===== config.mk =====
export PLATFORM = sky130hd
export DESIGN_NAME = multicycle_control
export DESIGN_NICKNAME = d
export VERILOG_FILES = /design/src/rtl/mips_pkg.sv /design/src/rtl/control_decode.sv /design/src/rtl/multicycle_control.sv
export SDC_FILE = /design/constraint.sdc
export NUM_CORES = 1
export LEC_CHECK = 0
export BUFFER_PORTS_ARGS = -buffer_cell sky130_fd_sc_hd__buf_2
export CELL_PAD_IN_SITES_DETAIL_PLACEMENT = 1
export CELL_PAD_IN_SITES_GLOBAL_PLACEMENT = 1
export CORE_ASPECT_RATIO = 1.1
export CORE_MARGIN = 5
export CORE_UTILIZATION = 39
export CTS_CLUSTER_SIZE = 28
export DETAILED_ROUTE_END_ITERATION = 16
export PLACE_DENSITY_LB_ADDON = 0.1
export SLEW_MARGIN = 20
export SYNTH_ARGS = -nofsm -noshare
export SYNTH_HDL_FRONTEND = slang
export SYNTH_SLANG_ARGS = --single-unit

===== constraint.sdc =====
create_clock -name clk -period 2.34 [get_ports clk]
set_input_delay 0.468 -clock clk [delete_from_list [all_inputs] [get_ports clk]]
set_output_delay 0.468 -clock clk [all_outputs]
set_load 0.05 [all_outputs]

===== src/rtl/mips_pkg.sv =====
// rtl/mips_pkg.sv - shared constants and types for the multicycle MIPS controller
//
// Purpose: opcode constants, the FSM state encoding, ALU/mux select
//          encodings, the packed control word and the retire rule.
// Ports:   none (package).

package mips_pkg;

  localparam logic [5:0] OP_RTYPE = 6'b000000;
  localparam logic [5:0] OP_LW    = 6'b100011;
  localparam logic [5:0] OP_SW    = 6'b101011;
  localparam logic [5:0] OP_BEQ   = 6'b000100;
  localparam logic [5:0] OP_ADDI  = 6'b001000;
  localparam logic [5:0] OP_J     = 6'b000010;

  localparam logic [1:0] ALU_ADD   = 2'b00;
  localparam logic [1:0] ALU_SUB   = 2'b01;
  localparam logic [1:0] ALU_FUNCT = 2'b10;

  localparam logic [1:0] SRCB_REG     = 2'b00;
  localparam logic [1:0] SRCB_FOUR    = 2'b01;
  localparam logic [1:0] SRCB_IMM     = 2'b10;
  localparam logic [1:0] SRCB_IMM_SH2 = 2'b11;

  localparam logic [1:0] PC_ALU    = 2'b00;
  localparam logic [1:0] PC_ALUOUT = 2'b01;
  localparam logic [1:0] PC_JUMP   = 2'b10;

  typedef enum logic [3:0] {
    S_RESET    = 4'd0,
    S_FETCH    = 4'd1,
    S_DECODE   = 4'd2,
    S_MEMADR   = 4'd3,
    S_MEMRD    = 4'd4,
    S_MEMWB    = 4'd5,
    S_MEMWR    = 4'd6,
    S_RTYPE_EX = 4'd7,
    S_RTYPE_WB = 4'd8,
    S_BEQ_EX   = 4'd9,
    S_ADDI_EX  = 4'd10,
    S_ADDI_WB  = 4'd11,
    S_JUMP     = 4'd12,
    S_TRAP     = 4'd13
  } state_t;

  typedef struct packed {
    logic       pc_write;
    logic       branch;
    logic       iord;
    logic       mem_read;
    logic       mem_write;
    logic       ir_write;
    logic       memto_reg;
    logic       reg_dst;
    logic       reg_write;
    logic       alu_src_a;
    logic [1:0] alu_src_b;
    logic [1:0] alu_op;
    logic [1:0] pc_src;
  } ctrl_t;

  // True on the last cycle of every instruction; a store only finishes
  // once memory accepts the write.
  function automatic logic retires(state_t s, logic mem_ready);
    case (s)
      S_MEMWB, S_RTYPE_WB, S_ADDI_WB, S_BEQ_EX, S_JUMP: return 1'b1;
      S_MEMWR: return mem_ready;
      default: return 1'b0;
    endcase
  endfunction

endpackage


===== src/rtl/control_decode.sv =====
// rtl/control_decode.sv - combinational state to control-word map
//
// Purpose: Moore control outputs for each FSM state; only FETCH looks at
//          mem_ready (IR and PC load on the cycle the fetch completes).
// Ports:   state_i     current FSM state
//          mem_ready_i memory completes this cycle
//          ctrl_o      full datapath control word

module control_decode
  import mips_pkg::*;
(
  input  state_t state_i,
  input  logic   mem_ready_i,
  output ctrl_t  ctrl_o
);

  always_comb begin
    ctrl_o = '0;
    case (state_i)
      S_FETCH: begin
        ctrl_o.mem_read  = 1'b1;
        ctrl_o.iord      = 1'b0;
        ctrl_o.alu_src_a = 1'b0;
        ctrl_o.alu_src_b = SRCB_FOUR;
        ctrl_o.alu_op    = ALU_ADD;
        ctrl_o.pc_src    = PC_ALU;
        ctrl_o.ir_write  = mem_ready_i;
        ctrl_o.pc_write  = mem_ready_i;
      end
      S_DECODE: begin
        ctrl_o.alu_src_b = SRCB_IMM_SH2;
        ctrl_o.alu_op    = ALU_ADD;
      end
      S_MEMADR, S_ADDI_EX: begin
        ctrl_o.alu_src_a = 1'b1;
        ctrl_o.alu_src_b = SRCB_IMM;
        ctrl_o.alu_op    = ALU_ADD;
      end
      S_MEMRD: begin
        ctrl_o.mem_read = 1'b1;
        ctrl_o.iord     = 1'b1;
      end
      S_MEMWB: begin
        ctrl_o.reg_write = 1'b1;
        ctrl_o.memto_reg = 1'b1;
      end
      S_MEMWR: begin
        ctrl_o.mem_write = 1'b1;
        ctrl_o.iord      = 1'b1;
      end
      S_RTYPE_EX: begin
        ctrl_o.alu_src_a = 1'b1;
        ctrl_o.alu_src_b = SRCB_REG;
        ctrl_o.alu_op    = ALU_FUNCT;
      end
      S_RTYPE_WB: begin
        ctrl_o.reg_write = 1'b1;
        ctrl_o.reg_dst   = 1'b1;
      end
      S_BEQ_EX: begin
        ctrl_o.alu_src_a = 1'b1;
        ctrl_o.alu_src_b = SRCB_REG;
        ctrl_o.alu_op    = ALU_SUB;
        ctrl_o.branch    = 1'b1;
        ctrl_o.pc_src    = PC_ALUOUT;
      end
      S_ADDI_WB: begin
        ctrl_o.reg_write = 1'b1;
      end
      S_JUMP: begin
        ctrl_o.pc_write = 1'b1;
        ctrl_o.pc_src   = PC_JUMP;
      end
      default: ctrl_o = '0;
    endcase
  end

endmodule


===== src/rtl/multicycle_control.sv =====
// rtl/multicycle_control.sv - multicycle MIPS control FSM with trap and retire counter
//
// Purpose: sequences a shared-memory single-ALU MIPS datapath through
//          fetch/decode/execute states, stretches memory states on
//          mem_ready, traps on unknown opcodes and counts retired instructions.
// Ports:   clk, rst_n (async active-low), OpCode (IR[31:26]), mem_ready;
//          datapath controls PCWrite..PCSrc; illegal (sticky trap flag);
//          state_o (debug state); retired (CNT_W-bit retire count).

module multicycle_control
  import mips_pkg::*;
#(
  parameter int CNT_W = 32
) (
  input  logic             clk,
  input  logic             rst_n,
  input  logic [5:0]       OpCode,
  input  logic             mem_ready,
  output logic             PCWrite,
  output logic             Branch,
  output logic             IorD,
  output logic             MemRead,
  output logic             MemWrite,
  output logic             IRWrite,
  output logic             MemtoReg,
  output logic             RegDst,
  output logic             RegWrite,
  output logic             ALUSrcA,
  output logic [1:0]       ALUSrcB,
  output logic [1:0]       ALUOp,
  output logic [1:0]       PCSrc,
  output logic             illegal,
  output logic [3:0]       state_o,
  output logic [CNT_W-1:0] retired
);

  state_t           state_q, state_d;
  logic             illegal_q, illegal_d;
  logic [CNT_W-1:0] retired_q, retired_d;
  ctrl_t            ctrl_w;

  always_ff @(posedge clk or negedge rst_n) begin
    if (!rst_n) begin
      state_q   <= S_RESET;
      illegal_q <= 1'b0;
      retired_q <= '0;
    end else begin
      state_q   <= state_d;
      illegal_q <= illegal_d;
      retired_q <= retired_d;
    end
  end

  always_comb begin
    state_d = state_q;
    case (state_q)
      S_RESET:  state_d = S_FETCH;
      S_FETCH:  if (mem_ready) state_d = S_DECODE;
      S_DECODE: begin
        case (OpCode)
          OP_LW, OP_SW: state_d = S_MEMADR;
          OP_RTYPE:     state_d = S_RTYPE_EX;
          OP_BEQ:       state_d = S_BEQ_EX;
          OP_ADDI:      state_d = S_ADDI_EX;
          OP_J:         state_d = S_JUMP;
          default:      state_d = S_TRAP;
        endcase
      end
      // Only lw/sw reach MEMADR, so anything that is not sw is a load.
      S_MEMADR:   state_d = (OpCode == OP_SW) ? S_MEMWR : S_MEMRD;
      S_MEMRD:    if (mem_ready) state_d = S_MEMWB;
      S_MEMWR:    if (mem_ready) state_d = S_FETCH;
      S_RTYPE_EX: state_d = S_RTYPE_WB;
      S_ADDI_EX:  state_d = S_ADDI_WB;
      S_MEMWB, S_RTYPE_WB, S_ADDI_WB, S_BEQ_EX, S_JUMP: state_d = S_FETCH;
      S_TRAP:     state_d = S_TRAP;
      default:    state_d = S_RESET;
    endcase
  end

  // The flag is set on the edge that enters TRAP so it is already high
  // in the first TRAP cycle.
  always_comb begin
    illegal_d = illegal_q | (state_d == S_TRAP);
    retired_d = retired_q;
    if (retires(state_q, mem_ready)) begin
      retired_d = retired_q + {{(CNT_W-1){1'b0}}, 1'b1};
    end
  end

  control_decode u_decode (
    .state_i     (state_q),
    .mem_ready_i (mem_ready),
    .ctrl_o      (ctrl_w)
  );

  always_comb begin
    PCWrite  = ctrl_w.pc_write;
    Branch   = ctrl_w.branch;
    IorD     = ctrl_w.iord;
    MemRead  = ctrl_w.mem_read;
    MemWrite = ctrl_w.mem_write;
    IRWrite  = ctrl_w.ir_write;
    MemtoReg = ctrl_w.memto_reg;
    RegDst   = ctrl_w.reg_dst;
    RegWrite = ctrl_w.reg_write;
    ALUSrcA  = ctrl_w.alu_src_a;
    ALUSrcB  = ctrl_w.alu_src_b;
    ALUOp    = ctrl_w.alu_op;
    PCSrc    = ctrl_w.pc_src;
    illegal  = illegal_q;
    state_o  = state_q;
    retired  = retired_q;
  end

endmodule


==> impl_metrics.py <==
metrics = {
    "layout": {
        "final_util_pct": 49.8,
        "syn_to_final_growth_pct": 24.8,
        "final_cell_mix": "buf_2, dfrtp_1, nor2_1",
        "fin_area_um2": 2670,
        "drive_gt1_share_pct": 33.8,
        "final_common_cell": "buf_2",
        "finish.net_count": 294,
        "antenna_cells": 0,
    },
    "clock_tree": {
        "clkSlewWorstSetupHoldPaths_ns": 0.07,
        "cts_setup_buffers": 0,
        "tritoncts": "built",
        "htreeDepth": 2,
        "cts_hold_buf": 0,
        "clk_path_buf_depth": 2,
        "ctsResizeCount": 0,
        "insertion_delay_ns": 0.29,
        "cts_sinks": 37,
        "root_buffer": "clkbuf_8",
        "cts_buffers": 5,
    },
    "logic_synthesis": {
        "ys_seq_elements": 37,
        "synth_seq_area_share_pct": 43.2,
        "synth_cell_type_count": 55,
        "synth-async-reset-ratio_pct": 100,
        "syn_avg_cell_area_um2": 9.91,
        "synth-edff-count": 0,
        "synth_nets": 226,
        "syn_inst": 216,
        "synthFlopType": "dfrtp_1",
        "synth_warnings": 0,
        "netlist_area_um2": 2140,
    },
    "floorplan": {
        "die_h_um": 87.7,
        "die_w_um": 80.6,
        "core-area_um2": 5360,
        "io_pins": 62,
        "num_rows": 28,
        "initial_core_util_pct": 39.9,
        "dieArea_um2": 7070,
    },
    "drt": {
        "drt_first_pass_iters": 4,
        "drt_iter0_markers": 51,
        "drc": 0,
        "antenna_left": 0,
        "vias_per_cell": 5.05,
        "vias": 1813,
        "wl_per_cell_um": 15.1,
        "drt_wl_total_mm": 5.42,
    },
    "grt": {
        "grt_pass1_wl_mm": 9.27,
        "grt_pass1_vias": 1981,
        "grt_max_degree": 38,
        "grtUsageTotal_pct": 16.8,
        "antenna_found_initial": 0,
        "grt-ovfl-total": 0,
    },
    "power": {
        "vdd_drop_max_uv": 723,
        "p_per_area_nw_per_um2": 1280,
        "total_power_mw": 3.41,
        "power.leakage_nw": 1.30,
    },
    "sta": {
        "fmax_mhz": 465,
        "fin_hold_ws_ns": 0.275,
        "setup_violations": 0,
        "hold_viol_final": 0,
        "skew_ns": 0.00814,
        "slew_viol_final": 0,
        "fin_crit_sh_pct": 91.8,
        "fin_crit_ns": 2.15,
        "slew_headroom_pct": 45.0,
        "fin_setup_tns_ns": 0,
        "worstMarginPinSlew_ns": 0.826,
        "rsz0062_at_grt": "no",
    },
    "setup_path": {
        "path_delay_family": "flip-flops",
        "crit_fanout": 15,
        "regToRegSetupSlack_ns": 0.35,
        "critPathLaunchType": "register",
        "cp.depth": 5,
        "critPathKind": "register to output port",
        "crit_start": "state_o[2]",
        "setup.worst_path.end": "ALUSrcA",
        "cp.arrival_ns": 1.68,
        "path_cells": "nand2b_2, mux2i_1, nand2_1, o21ai_2, buf_2",
        "critPathBufInv": 1,
        "worstReg2RegEnd": "retired[16]",
        "reg2reg_depth": 6,
        "cpPeakStageDelay_ns": 0.51,
        "r2r_start": "state_o[3]",
        "crit_slowest_cell": "dfrtp_2",
        "cp-end-kind": "output port",
        "cp.required_ns": 1.87,
    },
    "place": {
        "routabilityCongestion": 0.756,
        "portBuffers": 61,
        "dpl.hpwl_mm": 4.16,
        "placed_area_um2": 2580,
    },
    "run": {
        "drv_cap": 0,
    },
    "run_status": {
        "outcome": "complete, no violations",
    },
    "hold_path": {
        "hp-class": "input port to async pin",
    },
}
==> layer usage <==
| metal | share of wire, % | up-vias | GRT usage [%] |
|---|---|---|---|
| met5 | 0 | - | 0 |
| met4 | 1.2 | 0 | 4.61 |
| met3 | 5.2 | 5 | 4.12 |
| met2 | 52 | 35 | 31.6 |
| met1 | 42 | 887 | 18.7 |
| li1 | - | 886 | - |
==> per-stage QoR <==
stage                     worst slack, ns  instances
after floorplan                    -0.233        216
after global placement              0.383        352
after detailed placement            0.354        352
after CTS                          0.0298        359
after global routing               0.0503        359
final                               0.192        359
==> cell type report <==
class,instances,area [um^2]
clock buffers,7,86.3
fillers,653,2690
inverters,8,30.0
multi-input cells,165,1180
flip-flops and latches,37,927
well taps,75,93.8
repair buffers,67,350
==> report_power, final <==
part | total [mW] | internal (mW) | switching [mW]
combinational | 2.03 | 0.567 | 1.46
sequential | 0.930 | 0.756 | 0.174
clock | 0.449 | 0.234 | 0.216
==> how the worst min path moves through the flow <==
stage / slack, ns / depth (start not counted) / startpoint / end
floorplan: 0.17 / 0 / rst_n / illegal
global placement: 0.46 / 1 / retired[31] / retired[31]
detailed placement: 0.46 / 1 / retired[31] / retired[31]
CTS: 0.30 / 1 / rst_n / retired[29]
global route: 0.35 / 1 / rst_n / retired[29]
finish: 0.27 / 1 / rst_n / retired[31]
==> worst register-to-register path, cell delays in order (launching register included) <==
cell and delay [ns]:
dfrtp_1 0.52, buf_4 0.22, nand4b_4 0.17, a21o_1 0.23, a21boi_2 0.39, nand3_1 0.18, xnor2_1 0.16
==> Yosys cell counts (2+ instances only) <==
cell type | count | area (um^2)
o211ai_1 | 4 | 30.0
nand2_1 | 16 | 60.1
nand2b_1 | 4 | 25.0
o21ai_1 | 2 | 10.0
nand4_1 | 2 | 12.5
or2b_1 | 2 | 15.0
and3_1 | 7 | 43.8
a21oi_1 | 4 | 20.0
a21o_1 | 3 | 22.5
nor2_1 | 22 | 82.6
nand3_1 | 10 | 50.1
inv_1 | 8 | 30.0
dfrtp_1 | 37 | 926
nor3b_2 | 2 | 25.0
xor2_1 | 15 | 131
and4_1 | 2 | 17.5
buf_2 | 2 | 10.0
and2b_1 | 2 | 15.0
nor4_1 | 2 | 12.5
xnor2_1 | 19 | 166
nor3_1 | 13 | 65.1
o21ai_0 | 5 | 25.0
==> logic make-up (layout without fill, tap and decap cells) <==
| logic type | after synthesis | in the layout | synth area share, % |
|---|---|---|---|
| fa+ha+maj | 1 | 1 | 0.584 |
| buf+inv | 14 | 82 | 3.10 |
| mux | 2 | 2 | 0.994 |
| compound gates | 32 | 32 | 11.3 |
| xor+xnor | 34 | 34 | 13.9 |
| flops | 37 | 37 | 43.2 |
| simple gates | 96 | 96 | 26.9 |
==> registers in the layout, summed over array words and instances (netlist names) <==
| name | cells |
|---|---|
| retired | 32 |
| illegal | 1 |
| state_o | 4 |
No activity file was read; power rests on OpenSTA's default activity.
